File: config.mk
export PLATFORM = sky130hd
export DESIGN_NAME = fetch_frontend
export DESIGN_NICKNAME = d
export VERILOG_FILES = /design/src/rtl/fetch_frontend.sv
export SDC_FILE = /design/constraint.sdc
export NUM_CORES = 1
export LEC_CHECK = 0
export BUFFER_PORTS_ARGS = -buffer_cell sky130_fd_sc_hd__buf_2
export CORE_MARGIN = 5
export CORE_UTILIZATION = 59
export DETAILED_ROUTE_END_ITERATION = 10
export GPL_ROUTABILITY_DRIVEN = 0
export PLACE_DENSITY = 0.86
export SKIP_CTS_REPAIR_TIMING = 1
export SLEW_MARGIN = 40
export SYNTH_ARGS = -nofsm -noshare
export SYNTH_HDL_FRONTEND = slang
export SYNTH_SLANG_ARGS = --single-unit
File: constraint.sdc
create_clock -name clk -period 10.4 [get_ports clk]
set_clock_uncertainty 0.05 [all_clocks]
set_input_delay 0 -clock clk [delete_from_list [all_inputs] [get_ports clk]]
set_output_delay 0 -clock clk [all_outputs]
set_load 0.005 [all_outputs]
File: src/rtl/fetch_frontend.sv
// Instruction-fetch front end: PC owner, single-outstanding I-side reads,
// and an IQ_DEPTH-entry buffer of {instr, pc} with epoch-safe flush.
module fetch_frontend #(
    parameter int              WIDTH    = 32,
    parameter int              IQ_DEPTH = 8,
    parameter logic [WIDTH-1:0] RESET_PC = WIDTH'(32'h60)
) (
    input  logic                          clk,
    input  logic                          rst,
    input  logic                          i_mem_resp,
    input  logic [WIDTH-1:0]              i_mem_rdata,
    output logic                          i_mem_read,
    output logic [WIDTH-1:0]              i_mem_address,
    input  logic                          pred_valid,
    input  logic [WIDTH-1:0]              pred_target,
    input  logic                          flush_valid,
    input  logic [WIDTH-1:0]              flush_pc,
    input  logic                          out_ready,
    output logic                          out_valid,
    output logic [WIDTH-1:0]              out_instr,
    output logic [WIDTH-1:0]              out_pc,
    output logic                          iq_empty,
    output logic                          iq_full,
    output logic [$clog2(IQ_DEPTH+1)-1:0] iq_count
);

    localparam int PW = $clog2(IQ_DEPTH);
    localparam int CW = $clog2(IQ_DEPTH + 1);

    typedef enum logic [1:0] {
        IDLE = 2'd0,
        REQ  = 2'd1,
        DROP = 2'd2
    } state_t;

    state_t           state;
    state_t           state_n;
    logic [WIDTH-1:0] fetch_pc;
    logic [WIDTH-1:0] pc_n;
    logic             enq;
    logic             deq;
    logic             credit;

    logic [PW-1:0]    head;
    logic [PW-1:0]    tail;
    logic [CW-1:0]    count;
    logic [WIDTH-1:0] instr_q [IQ_DEPTH];
    logic [WIDTH-1:0] pc_q    [IQ_DEPTH];

    assign credit        = count < CW'(IQ_DEPTH);
    assign deq           = out_ready && (count != '0);
    assign i_mem_read    = state != IDLE;
    assign i_mem_address = fetch_pc;
    assign out_valid     = count != '0;
    assign iq_empty      = count == '0;
    assign iq_full       = count == CW'(IQ_DEPTH);
    assign iq_count      = count;
    assign out_instr     = instr_q[head];
    assign out_pc        = pc_q[head];

    // Fetch FSM next state, next PC and enqueue decision; flush dominates.
    always_comb begin
        state_n = state;
        pc_n    = fetch_pc;
        enq     = 1'b0;
        unique case (state)
            IDLE: begin
                if (flush_valid) begin
                    pc_n = flush_pc;
                end else if (credit) begin
                    state_n = REQ;
                end
            end
            REQ: begin
                if (flush_valid) begin
                    pc_n    = flush_pc;
                    state_n = i_mem_resp ? IDLE : DROP;
                end else if (i_mem_resp) begin
                    enq     = 1'b1;
                    pc_n    = pred_valid ? pred_target
                                         : fetch_pc + WIDTH'(4);
                    state_n = IDLE;
                end
            end
            DROP: begin
                if (flush_valid) begin
                    pc_n = flush_pc;
                end
                if (i_mem_resp) begin
                    state_n = IDLE;
                end
            end
            default: state_n = IDLE;
        endcase
    end

    // FSM state and PC registers.
    always_ff @(posedge clk) begin
        if (rst) begin
            state    <= IDLE;
            fetch_pc <= RESET_PC;
        end else begin
            state    <= state_n;
            fetch_pc <= pc_n;
        end
    end

    // Buffer pointers and occupancy; flush empties the buffer outright.
    always_ff @(posedge clk) begin
        if (rst) begin
            head  <= '0;
            tail  <= '0;
            count <= '0;
        end else if (flush_valid) begin
            head  <= '0;
            tail  <= '0;
            count <= '0;
        end else begin
            if (enq) begin
                tail <= tail + PW'(1);
            end
            if (deq) begin
                head <= head + PW'(1);
            end
            count <= count + CW'(enq) - CW'(deq);
        end
    end

    // Buffer storage, written at tail on each accepted live response.
    always_ff @(posedge clk) begin
        if (enq) begin
            instr_q[tail] <= i_mem_rdata;
            pc_q[tail]    <= fetch_pc;
        end
    end

endmodule
==> results of run 1 <==
area by class of cell:
cell class	count	area share
clock buffers	62	0.0501
clock inverters	33	0.0131
inverters	8	0.00112
multi-input cells	537	0.215
flip-flops and latches	559	0.611
well taps	511	0.0239
repair buffers	325	0.0851
cells by family (layout without fill, tap and decap cells):
kind of cell               after synthesis  in the layout  share of synthesized area
buffers and inverters                   74            428                     0.0133
xor gates and xnor gates                17             17                    0.00667
muxes                                  199            199                      0.165
adders and majority gates                9              9                    0.00538
DFF                                    559            559                      0.731
AOI/OAI and AO/OA                      123            123                     0.0358
and+or+nand+nor                        189            189                     0.0429
power by group through the flow:
stage | clock (W) | combinational (W) | sequential [W]
finish | 0.00190 | 0.000436 | 0.00255
global route | 0.00202 | 0.000473 | 0.00255
CTS | 0.00192 | 0.000399 | 0.00254
detailed placement | 0 | 0.000389 | 0.00259
global placement | 0 | 0.000361 | 0.00260
floorplan | 0 | 0.000256 | 0.00257
stage by stage:
step | setup slack (ns) | hold slack (ns) | instances
3_3_place_gp | 6.98 | 0.163 | 1836
6_report | 6.50 | -0.0244 | 2035
5_1_grt | 6.33 | 0.0234 | 2035
2_1_floorplan | 1.80 | 0.0266 | 1170
4_1_cts | 7.02 | -0.431 | 1935
3_5_place_dp | 7.31 | 0.165 | 1840
per-layer routing:
metal,track usage,vias up,share of wire
met5,0,-,0
met4,0.0893,0,0.041
met3,0.0421,170,0.090
met2,0.440,934,0.51
met1,0.343,6447,0.35
li1,-,5415,-
final timing paths:
kind                     from  slack (ns)                end
min reg2reg           head[2]        0.52            head[2]
min            pred_target[0]       -0.02   i_mem_address[0]
max reg2reg  i_mem_address[3]        6.50  i_mem_address[26]
max          i_mem_address[3]        6.50  i_mem_address[26]
critical path: cells and delay by family, from the launching register on:
| family | cells | cell delay (ns) |
|---|---|---|
| AOI/OAI and AO/OA | 2 | 0.41 |
| adders and majority gates | 1 | 0.35 |
| buffers and inverters | 2 | 1.10 |
| DFF | 1 | 0.73 |
| and+or+nand+nor | 3 | 1.20 |
sequential cells by signal, summed over array words and instances (netlist names), named ones only:
name and cells:
i_mem_address 32, head 3, pc_q 256, tail 3
iq_count 4, instr_q 256, state 2
cell usage in the layout, fill, tap and decap left out, types with 6 or more instances in the layout:
cell             n
dlygate4sd3_1  100
nor3_1          11
a21o_1           6
a21oi_1         34
a211oi_1        11
edfxtp_1       512
nand3_1         19
dfxtp_1         44
ha_1             8
a31o_2           6
buf_2          205
mux4_2         128
inv_1            8
buf_4            6
xnor2_1         10
nand2_1         50
buf_6           10
clkinv_2         6
nand4_1          9
clkinv_1        14
o21ai_0         28
clkbuf_16       52
bufinv_16        7
mux2_2          66
xor2_1           7
nor2_1          43
clkbuf_1        10
and3_1          14
==> summary.txt, run 1 <==
Clk network pwr share: 0.389
failing checks: hold timing
# diodes: 0
clk_lat worst skew: 0.57 ns
final setup vio count: 0
Worst Setup Path Type: reg -> reg
total power: 0.00488 W
Worst path max stage delay: 0.79 ns
Final Slew Violations: 0
Tightest Hold Check Type: in -> reg
Starting Density: 0.595
Synth Cell Area: 22300 um2
Core Box Area: 37500 um2
largest net degree at the start of global routing: 81
gr ovfl total: 0
total track usage: 0.258
Initial DRT Pass Iterations: 7
Slew HR: 0.445
RSZ-0062 raised after global routing: no
Hold Vio Cnt, Final: 1
Synth area leader: edfxtp_1
Post-Syn Nets: 1281
post-synthesis sequential area ratio: 0.731
asr flop ratio synth: 0
CP max stage cell: nor4_2
CTS max path bufs: 3
Layout fillers: 2154
Final period util: 0.375
Synth top area share: 0.689
Synth Register Bits: 559
Sink Count: 559
dpl cell area: 24000 um2
DR vias/cell: 6.37
Max VDD drop: 134 uV
switching power: 0.00108 W
CTS tree: done
Top FF cell, synth: edfxtp_1
Max Clock Freq: 0.256 GHz
final WL: 55400 um
DP Wirelength: 28600 um
Synth area leaders: edfxtp_1, mux4_2, dfxtp_1, mux2_2, nand2_1
1st-iter DRT viols: 1449
crit end category: register
share of layout cells above drive strength 1: 0.339
vias in the first global route: 12953
number of synthesis warnings: 0
multi-input logic area: 5750 um2
design area: 26700 um2
area delta synth->final: 19.7%
first-pass GRT wire length: 80600 um
critical path required time: 10.86 ns
drt drc: 0
initial antenna violation count: 0
switching share of power: 0.220
synth unique cells: 59
setup TNS: 0 ns
LEAKAGE: 8.87 nW
CP Launch Type: register
final hold slack: -0.0244 ns
CP Max Fanout: 13
Syn Inst Count: 1170
CP Cell Sequence: ha_1, nand4_1, nor4_2, nand4_1, a31o_2, dlygate4sd3_1, a21oi_1, dlygate4sd3_1
fin nets: 1593
Syn Area/Cell: 19.1 um2
Max-Cap Viols: 0
worst slew pin tran: 0.833 ns
status: complete, but fails checks
CP arrival: 4.36 ns
Reg clk slew, reported paths: 0.07 ns
# IOs: 206
detailed-route via count: 12966
Routed Antenna Nets: 0
DR WL/cell: 27.2 um
Reg area: 16300 um2
Post-synth top cells: edfxtp_1, mux4_2, mux2_2
cts bufs inserted: 51
DIE HEIGHT: 204 um
Comb pwr share: 0.089
Internal Pwr Total: 0.00381 W
die area: 41800 um2
htree depth: 2
Layout Utilization: 0.712
clock root buffer: clkbuf_16
num rows: 71
Post-synth EDFFs: 512
Tmin final: 3.90 ns
Reg power frac: 0.521
Die X: 204 um
WHS Path Cells: 4
IO Port Bufs: 205
top-count cell post-synth: edfxtp_1
worst reg2reg path depth: 8
pwr dens: 183 nW/um2
Note: power is estimated with default switching activity, not from simulation.
==> inputs of run 2 (changes only) <==
==> constraint.sdc (replaced) <==
create_clock -name clk -period 4 [get_ports clk]
set_clock_uncertainty 0.05 [all_clocks]
set_input_delay 0 -clock clk [delete_from_list [all_inputs] [get_ports clk]]
set_output_delay 0 -clock clk [all_outputs]
set_load 0.005 [all_outputs]
==> summary.txt, run 2 (same netlist as run 1, synthesis figures left out) <==
status: complete, but fails checks
failing checks: hold timing
total track usage: 0.243
drt drc: 0
num rows: 71
R2R Path Start: i_mem_address[2]
# diodes: 0
final hold slack: -0.0887 ns
Routed Antenna Nets: 0
Final Slew Violations: 0
die area: 41800 um2
DIE HEIGHT: 204 um
share of layout cells above drive strength 1: 0.345
R2R Path End: i_mem_address[26]
CP arrival: 4.35 ns
fin nets: 1603
Sink Count: 559
critical path required time: 4.44 ns
Worst Slack Setup Final: 0.0953 ns
Final period util: 0.976
htree depth: 2
switching share of power: 0.215
CTS max path bufs: 3
Tmin final: 3.90 ns
most common library cell in the layout ignoring fill and taps: edfxtp_1
CP max stage cell: nor4_2
Worst Setup Path Type: reg -> reg
Internal Pwr Total: 0.00997 W
1st-iter DRT viols: 1210
Tightest Hold Check Type: in -> reg
Comb pwr share: 0.088
Core Box Area: 37500 um2
Max Clock Freq: 0.256 GHz
gr ovfl total: 0
vias in the first global route: 12829
switching power: 0.00273 W
# IOs: 206
first-pass GRT wire length: 77000 um
worst reg2reg path depth: 8
Slew HR: 0.420
area delta synth->final: 20.9%
Post-Place Setup Slack: 1.32 ns
DP Wirelength: 29200 um
IO Port Bufs: 205
CTS tree: done
pwr dens: 471 nW/um2
final setup vio count: 0
final WL: 52800 um
hold_sp: pred_target[25]
Hold Vio Cnt, Final: 1
Reg clk slew, reported paths: 0.07 ns
CP Max Fanout: 14
Initial DRT Pass Iterations: 5
DR WL/cell: 25.9 um
Hold Path Sink: i_mem_address[25]
Reg power frac: 0.523
commonest cells after routing, fill and taps aside: edfxtp_1, buf_2, mux4_2
crit-path leading delay family: simple AND/OR/NAND/NOR gates
Clk network pwr share: 0.390
Worst path max stage delay: 0.83 ns
total power: 0.0127 W
initial antenna violation count: 0
WHS Path Cells: 5
CP bufs+invs: 2
crit end category: register
CP Cell Sequence: ha_1, nand4_1, nor4_2, nand4_1, a31o_2, dlygate4sd3_1, a21oi_1, dlygate4sd3_1
CP Launch Type: register
Starting Density: 0.595
DR vias/cell: 6.32
detailed-route via count: 12903
Max-Cap Viols: 0
clock root buffer: clkbuf_16
R2R Setup Slk: 0.1 ns
clk_lat worst skew: 0.57 ns
largest net degree at the start of global routing: 68
cts bufs inserted: 52
worst slew pin tran: 0.863 ns
LEAKAGE: 8.95 nW
Die X: 204 um
Max VDD drop: 332 uV
==> run 2: cell count changes in the layout (fill, tap and decap cells not counted), moves of 5 or more <==
cell	delta
clkbuf_8	+5
buf_12	+13
buf_6	-9
clkinv_1	-9
buf_4	+5
==> run 2: routing by layer <==
layer / wire length, um / track usage / part of all wire / up-vias
li1: - / - / - / 5432
met1: 19800 / 0.341 / 0.38 / 6431
met2: 26600 / 0.411 / 0.50 / 870
met3: 4660 / 0.0371 / 0.088 / 170
met4: 1720 / 0.0593 / 0.032 / 0
met5: 0 / 0 / 0 / -
==> run 2: tightest hold or removal path, delay by kind of cell <==
family | cells | cell delay (ns)
compound gates | 3 | 0.21
simple gates | 1 | 0.15
buf+inv | 1 | 0.10
==> run 2: power groups by stage <==
stage	sequential, W	combinational (W)	clock [W]
3_5_place_dp	0.00675	0.00100	0
2_1_floorplan	0.00667	0.000667	0
4_1_cts	0.00663	0.00102	0.00502
3_3_place_gp	0.00674	0.000978	0
6_report	0.00663	0.00111	0.00495
5_1_grt	0.00665	0.00121	0.00529
==> run 2: worst max-delay path by stage <==
stage | start | end | slack [ns] | depth (start not counted)
after floorplan | state[0] | instr_q[5][0] | -0.39 | 5
after global placement | state[0] | instr_q[3][20] | 1.36 | 5
after detailed placement | i_mem_address[3] | i_mem_address[30] | 1.32 | 6
after CTS | register | out_pc[24] | 0.96 | 4
after global routing | i_mem_address[3] | i_mem_address[26] | -0.08 | 8
final | i_mem_address[2] | i_mem_address[26] | 0.1 | 8
==> run 2: area by class of cell <==
class                   count  area, um2
clock buffers              70       1440
clock inverters            24        284
fillers                  2172      10500
inverters                   8       30.0
multi-input cells         537       5800
flip-flops and latches    559      16300
well taps                 511        639
repair buffers            334       2450
==> run 2: stage by stage <==
stage / instances / setup TNS [ns] / cell area, um2 / hold slack [ns] / util
floorplan: 1170 / -88.82 / 22400 / 0.0266 / -
global placement: 1845 / 0 / 24200 / 0.178 / 0.645
detailed placement: 1847 / 0 / 24200 / 0.188 / 0.646
CTS: 1941 / 0 / 25900 / -0.391 / 0.692
global route: 2043 / -0.0776 / 27000 / 0.0198 / 0.719
finish: 2043 / 0 / 27000 / -0.0887 / 0.719
